### config.mk
export PLATFORM = sky130hd
export DESIGN_NAME = mmio_bridge
export DESIGN_NICKNAME = d
export VERILOG_FILES = /design/src/rtl/mmio_bridge.sv
export SDC_FILE = /design/constraint.sdc
export NUM_CORES = 1
export LEC_CHECK = 0
export CAP_MARGIN = 10
export CORE_MARGIN = 2
export CORE_UTILIZATION = 35
export DETAILED_ROUTE_END_ITERATION = 6
export PLACE_DENSITY = 0.65
export SYNTH_ARGS = -nofsm -noshare
export SYNTH_HDL_FRONTEND = slang
export SYNTH_SLANG_ARGS = --single-unit
### constraint.sdc
create_clock -name clk -period 2.6 [get_ports clk]
set_input_delay 0.26 -clock clk [delete_from_list [all_inputs] [get_ports clk]]
set_output_delay 0.26 -clock clk [all_outputs]
set_load 0.01 [all_outputs]
### src/rtl/mmio_bridge.sv
// Memory-stage MMIO bridge: RAM pass-through, output FIFO at IO_BASE+0, input holding register at IO_BASE+2.
// Define MMIO_STATUS_REG_EN to map {in_full, fifo_full, fifo_empty} at IO_BASE+4; stall holds a store to a full FIFO.
module mmio_bridge #(
  parameter logic [15:0] IO_BASE    = 16'hFF00,
  parameter int          FIFO_DEPTH = 4
) (
  input  logic        clk,
  input  logic        reset,
  input  logic        mem_write,
  input  logic        mem_read,
  input  logic [15:0] addr,
  input  logic [15:0] wdata,
  output logic [15:0] rdata,
  output logic        stall,
  output logic        ram_we,
  output logic [15:0] ram_addr,
  output logic [15:0] ram_wdata,
  input  logic [15:0] ram_rdata,
  output logic [15:0] out_data,
  output logic        out_valid,
  input  logic        out_ready,
  input  logic [15:0] in_data,
  input  logic        in_valid,
  output logic        in_ack
);

  localparam int PtrW = $clog2(FIFO_DEPTH);

  logic [15:0]     fifoMem [FIFO_DEPTH];
  logic [PtrW-1:0] wrPtr;
  logic [PtrW-1:0] rdPtr;
  logic [PtrW:0]   count;
  logic            fifoFull;
  logic            fifoEmpty;
  logic            push;
  logic            pop;

  logic [15:0]     holdReg;
  logic            inFull;
  logic            capture;
  logic            readIn;

  logic            isIo;
  logic            isOutAddr;
  logic            isInAddr;
  logic            ioLoad;
  logic            storeOut;

  assign isIo      = addr >= IO_BASE;
  assign isOutAddr = isIo && (addr == IO_BASE);
  assign isInAddr  = isIo && (addr == IO_BASE + 16'd2);
  // A combined read+write on I/O is treated as a write only.
  assign ioLoad    = isIo && mem_read && !mem_write;
  assign storeOut  = isOutAddr && mem_write;

  assign ram_we    = mem_write && !isIo;
  assign ram_addr  = addr;
  assign ram_wdata = wdata;

  // Count reaches exactly FIFO_DEPTH (a power of two) only when full.
  assign fifoFull  = count[PtrW];
  assign fifoEmpty = (count == '0);
  assign push      = storeOut && !fifoFull;
  assign stall     = storeOut && fifoFull;
  assign pop       = !fifoEmpty && out_ready;
  assign out_valid = !fifoEmpty;
  assign out_data  = fifoMem[rdPtr];

  assign capture   = in_valid && !inFull;
  assign readIn    = ioLoad && isInAddr;

`ifdef MMIO_STATUS_REG_EN
  logic isStatAddr;
  assign isStatAddr = isIo && (addr == IO_BASE + 16'd4);
`endif

  always_ff @(posedge clk or posedge reset) begin
    if (reset) begin
      for (int i = 0; i < FIFO_DEPTH; i++) fifoMem[i] <= '0;
      wrPtr <= '0;
      rdPtr <= '0;
      count <= '0;
    end else begin
      if (push) begin
        fifoMem[wrPtr] <= wdata;
        wrPtr          <= wrPtr + 1'b1;
      end
      if (pop) rdPtr <= rdPtr + 1'b1;
      case ({push, pop})
        2'b10:   count <= count + 1'b1;
        2'b01:   count <= count - 1'b1;
        default: count <= count;
      endcase
    end
  end

  // A load racing a capture into an empty register sees 0 and the capture wins.
  always_ff @(posedge clk or posedge reset) begin
    if (reset) begin
      holdReg <= '0;
      inFull  <= 1'b0;
      in_ack  <= 1'b0;
    end else begin
      in_ack <= capture;
      if (capture) begin
        holdReg <= in_data;
        inFull  <= 1'b1;
      end else if (readIn) begin
        inFull  <= 1'b0;
      end
    end
  end

  always_comb begin
    rdata = '0;
    if (!isIo) begin
      rdata = ram_rdata;
    end else if (readIn) begin
      rdata = inFull ? holdReg : 16'h0000;
    end
`ifdef MMIO_STATUS_REG_EN
    else if (ioLoad && isStatAddr) begin
      rdata = {13'b0, inFull, fifoFull, fifoEmpty};
    end
`endif
  end

endmodule

After elaboration in Yosys (flattened, before gate mapping)
Cells that the tools add are included.
{ "totals": {"register_bits": 89, "latch_bits": 0, "ram_bits": 0, "rom_bits": 0, "input_bits": 70, "out_inout_bits": 68, "word_cells": 56, "n_memories": 0} }
{ "op_classes": {"add_sub_neg": 4, "multipliers": 0, "div": 0, "order_cmp": 4, "eq_ne": 4, "n_shift": 0, "n_mux": 12, "n_bitwise": 2, "reduce_logical": 20} }
{ "ops": {"columns": ["op", "count"], "rows": [
  ["$mux W16", 6],
  ["$bwmux W64", 1],
  ["$bmux W16 S2", 1],
  ["$demux W16 S2", 1],
  ["$eq A16 B16 Y1 const B", 2],
  ["$ge A16 B16 Y1 const B", 1],
  ["$logic_and A1 B1 Y1", 12],
  ["$ge A3 B3 Y1 const B", 2],
  ["$not A2 Y3", 2],
  ["$pmux W3 S2", 1],
  ["$logic_not A1 Y1", 5],
  ["$add A2 B1 Y2 const B", 2],
  ["$reduce_bool A2 Y1", 2],
  ["$add A3 B1 Y3 const B", 1],
  ["$logic_not A3 Y1", 1],
  ["$lt A3 B1 Y1 const B", 1],
  ["$sub A3 B1 Y3 const B", 1],
  ["$eq A2 B1 Y1 const B", 1],
  ["$eq A2 B2 Y1 const B", 1],
  ["$mux W1", 2]
]} }

Depth between registers and ports, before layout
{ "depth": {"depth_word": 6, "mapped_depth": 10, "depth_no_buf": 9} }

Least setup slack after synthesis
No wires, ideal clock.
{ "synth_timing": {"path_kind": "input -> register", "start": "input port addr[13]", "end": "register count[2]", "setup_ns": 0.125, "arrival_time_ns": 2.168, "t_required_ns": 2.475, "slack_ns": 0.306, "stages": 10, "path_buffers": 1, "cell_sequence": "nand4_1 or2_2 clkbuf_1 or4_1 ha_1 inv_1 fa_1 xor2_1 nor2_1 xor2_1"} }
{ "synth_via": {"elab_chain_cells": 6} }
{ "synth_rtl": {"columns": ["element", "line_no", "source"], "rows": [
  ["from (decl)", "11", "input logic [15:0] addr,"],
  ["$ge A16 B16 Y1 or $eq A16 B16 Y1 (tied branches)", "49, 50", null],
  ["$logic_and A1 B1 Y1 *", "50", "assign isOutAddr = isIo && (addr == IO_BASE);"],
  ["$logic_and A1 B1 Y1 *", "54", "assign storeOut = isOutAddr && mem_write;"],
  ["$logic_and A1 B1 Y1 *", "63", "assign push = storeOut && !fifoFull;"],
  ["$eq A2 B1 Y1 or $eq A2 B2 Y1 (tied branches)", "89", "case ({push, pop})"],
  ["$pmux W3 S2 or $reduce_bool A2 Y1 (tied branches)", null, null],
  ["to (signal assigned)", "90", "2'b10: count <= count + 1'b1;"],
  ["to (signal assigned)", "91", "2'b01: count <= count - 1'b1;"],
  ["to (signal assigned)", "92", "default: count <= count;"],
  ["to (decl)", "32", "logic [PtrW:0] count;"]
]} }
Every way passes the cells marked *; elsewhere a longest branch is shown, timed or not.
A chain may end at the register's enable or synchronous reset.

Worst setup path in the final report
{ "layout_timing": {"start": "input port addr[0]", "end": "output port rdata[12]"} }
{ "layout_via": {"elab_chain_cells": 6} }
{ "layout_rtl": {"columns": ["element", "line_no", "source"], "rows": [
  ["$ge A16 B16 Y1", "49", "assign isIo = addr >= IO_BASE;"],
  ["$logic_and A1 B1 Y1 (2 in series)", "53", "assign ioLoad = isIo && mem_read && !mem_write;"],
  ["$logic_and A1 B1 Y1", "70", "assign readIn = ioLoad && isInAddr;"],
  ["$mux W16", "118", "end else if (readIn) begin"],
  ["$mux W16 *", "116", "if (!isIo) begin"],
  ["to (decl)", "13", "output logic [15:0] rdata,"]
]} }
Marked as above.

==> results.ini <==
[outcome]
status = complete, no violations

[sta]
fin_crit_sh_pct = 97.6
finalMaxSlewViolations = 0
rsz0062_at_grt = false
finalSetupTns_ns = 0
finalClockSkew_ns = 0.00298
max_freq_mhz = 394
slew_headroom_pct = 71.8
setup_viol = 0
min_period_ns = 2.54
tightest_slew_ns = 0.424
finalHoldViolations = 0

[power_and_ir_drop]
power_frac_comb_pct = 20.8
power_switching_share_pct = 25.7
ir_drop_mv = 0.346
leakagePower_nw = 2.94
power_density_nw_per_um2 = 556
p_sw_mw = 0.900
seqPwrFrac_pct = 43.7
p_clk_share_pct = 35.5
p_int_mw = 2.61

[yosys]
synth_edf_count = 0
synth_cell_types = 34
ys_seq_area_share_pct = 49.2
synth.ff_latch_count = 89
syn-cell-area_um2 = 4530
synth_top_area_share_pct = 49.2
synth_top_area_cell = dfrtp_1
ys_top_cells_by_area = dfrtp_1 49%, mux2_4 13%, mux2_2 10%, mux4_2 8.0%, buf_4 5.3%
synthCells = 293
ys.flop_type = dfrtp_1
async_reset_ff_share_pct = 100
yosys_warnings = 0
syn-num-nets = 369
synth_commonest_cells = 89 x dfrtp_1, 41 x mux2_2, 40 x mux2_4
synth_most_common_cell = dfrtp_1
syn_area_per_cell_um2 = 15.5

[grt]
grt_pass1_wl_mm = 16.6
grt_remaining_overflow = 0
grt_max_degree = 59
grt_pass1_vias = 3208
track_usage_pct = 15.0
antenna_found_initial = 0

[place]
place_area_um2 = 6010
place_inst = 581
routabilityCongestion = 0.693
hpwlAfterDp_mm = 7.17
port_buffers = 137

[routing]
highest_layer = met4
final_antenna_net_count = 0
drt_iter0_markers = 115
wl_met3_um = 688
dr.pass1.iters = 4
wl_met2_mm = 4.75
detail_route.wirelength.met1_mm = 4.44
wl_per_cell_um = 16.7
drt_wl_total_mm = 9.94
viasPerCell = 4.73
drc_errors = 0
vias = 2817

[die]
dieHeight_um = 118
die_area_um2 = 13900
initial_utilization_pct = 35.9
ios = 138
coreArea_um2 = 12600
die_w_um = 118
placementRows = 41

[clock_tree]
clock_path_buffers = 2
cts_tree = yes
cts_setup_buffers = 0
holdBufCountCts = 0
numCtsBuffers = 9
cts_sinks = 89
ctsRootBufferMaster = clkbuf_16
cts.clk_slew.worst_paths_ns = 0.06
clk_latency_ns = 0.34
h-tree-depth = 3

[critical_path]
rr_worst_depth = 8
rrSetupSlack_ns = 0.43
cp.depth = 7
r2r_end = count[2]
slowest_stage = or4_4
start_kind = input pin
max_stage_delay_ns = 0.57
critPathTopFamily = simple AND/OR/NAND/NOR gates
r2r_start = count[2]
startpoint = addr[0]
cp_num_buf_inv = 3
crit_path_end_kind = output pin
crit_path_end = rdata[12]
cp_max_fo = 17
required_ns = 2.34
crit_type = in2out
crit_arrival_ns = 2.28
path_cells = clkdlybuf4s50_1 -> or4_4 -> nor4_4 -> and4_4 -> buf_12 -> a22o_1 -> dlygate4sd2_1

[finish]
antennaDiodeCount = 0
area_growth_pct = 39.2
instances_no_fill = 596
final_nets = 496
drive_gt1_share_pct = 35.1
final_cell_area_um2 = 6310

[hold_path]
hp-class = in2async

[run]
maxCapViolCount = 0

==> power groups by stage <==
stage          registers, mW  logic, mW  clock network [mW]
5_1_grt                 1.54      0.790                1.36
3_5_place_dp            1.55      0.742                   0
6_report                1.53      0.729                1.25
2_1_floorplan           1.51      0.445                   0
4_1_cts                 1.53      0.736                1.29
3_3_place_gp            1.55      0.728                   0
==> worst min-delay path by stage <==
stage / startpoint / to / slack, ns / cells after the start
global placement: count[0] / count[0] / 0.48 / 1
global route: reset / holdReg[7] / 0.30 / 3
finish: reset / holdReg[7] / 0.29 / 3
floorplan: in_valid / inFull / 0.38 / 2
CTS: reset / holdReg[1] / 0.29 / 3
detailed placement: fifoMem[30] / fifoMem[30] / 0.49 / 1
==> per-stage QoR <==
stage | setup WS, ns | utilization (%) | power, mW | hold WS [ns]
CTS | 0.0317 | 49.8 | 3.56 | 0.287
finish | 0.0622 | 50.0 | 3.51 | 0.288
floorplan | 0.0331 | - | 1.95 | 0.385
global route | 0.00220 | 50.0 | 3.69 | 0.303
global placement | -0.328 | 47.6 | 2.28 | 0.479
detailed placement | -0.444 | 47.6 | 2.30 | 0.487
==> tightest hold or removal path, stage by stage <==
cell and delay (ns):
clkdlybuf4s50_1 0.42, clkinv_2 0.09, buf_12 0.20
==> cell usage in the layout, fill, tap and decap left out, drive strengths merged <==
cell type,synthesis,final
dfrtp,89,89
a22o,16,16
nor4,1,1
and2,2,2
nor2b,1,1
nand4,2,2
or3b,1,1
clkbuf,5,11
clkdlybuf4s50,0,121
mux4,16,16
inv,6,5
nand2,2,2
or2,1,1
and4b,1,1
mux2i,1,1
clkinv,0,4
xor2,3,3
clkdlybuf4s15,0,3
or4,2,2
nand3,4,4
or3,2,2
and4,1,1
fa,1,1
ha,5,5
buf,41,25
nor3,1,1
dlygate4sd2,0,13
mux2,81,81
nor2,4,4
bufinv,0,1
and2b,1,1
xnor2,3,3
==> state kept, by name (all words and copies together), names as in the netlist <==
signal and count:
in_ack 1, holdReg 16, rdPtr 2, inFull 1
fifoMem 64, wrPtr 2, count 3
==> per-layer routing <==
layer  vias up  global-route usage (%)
met2        94                    24.2
met4         0                    3.39
li1       1286                       -
met1      1431                    19.2
met3         6                    5.47
met5         -                       0
==> kinds of logic (layout without fill, tap and decap cells) <==
kind of cell,after synthesis,count (layout),synth area share [%]
mux,98,98,31.6
flops,89,89,49.2
buf+inv,52,183,8.09
simple gates,26,26,5.05
compound gates,16,16,3.09
fa+ha+maj,6,6,1.82
xor+xnor,6,6,1.16
==> timing repair <==
| item | in CTS | in global routing |
|---|---|---|
| resized for setup | 19 | 6 |
| setup endpoints to repair | 17 | 8 |
| pin swaps | 2 | 3 |
==> final cells by class <==
cell class	instances	area (µm²)
clock buffers	11	233
well taps	172	215
repair buffers	162	1590
clock inverters	4	45.0
multi-input cells	152	1970
flip-flops and latches	89	2230
fillers	1140	6310
inverters	6	23.8
No activity file was read; power rests on OpenSTA's default activity.
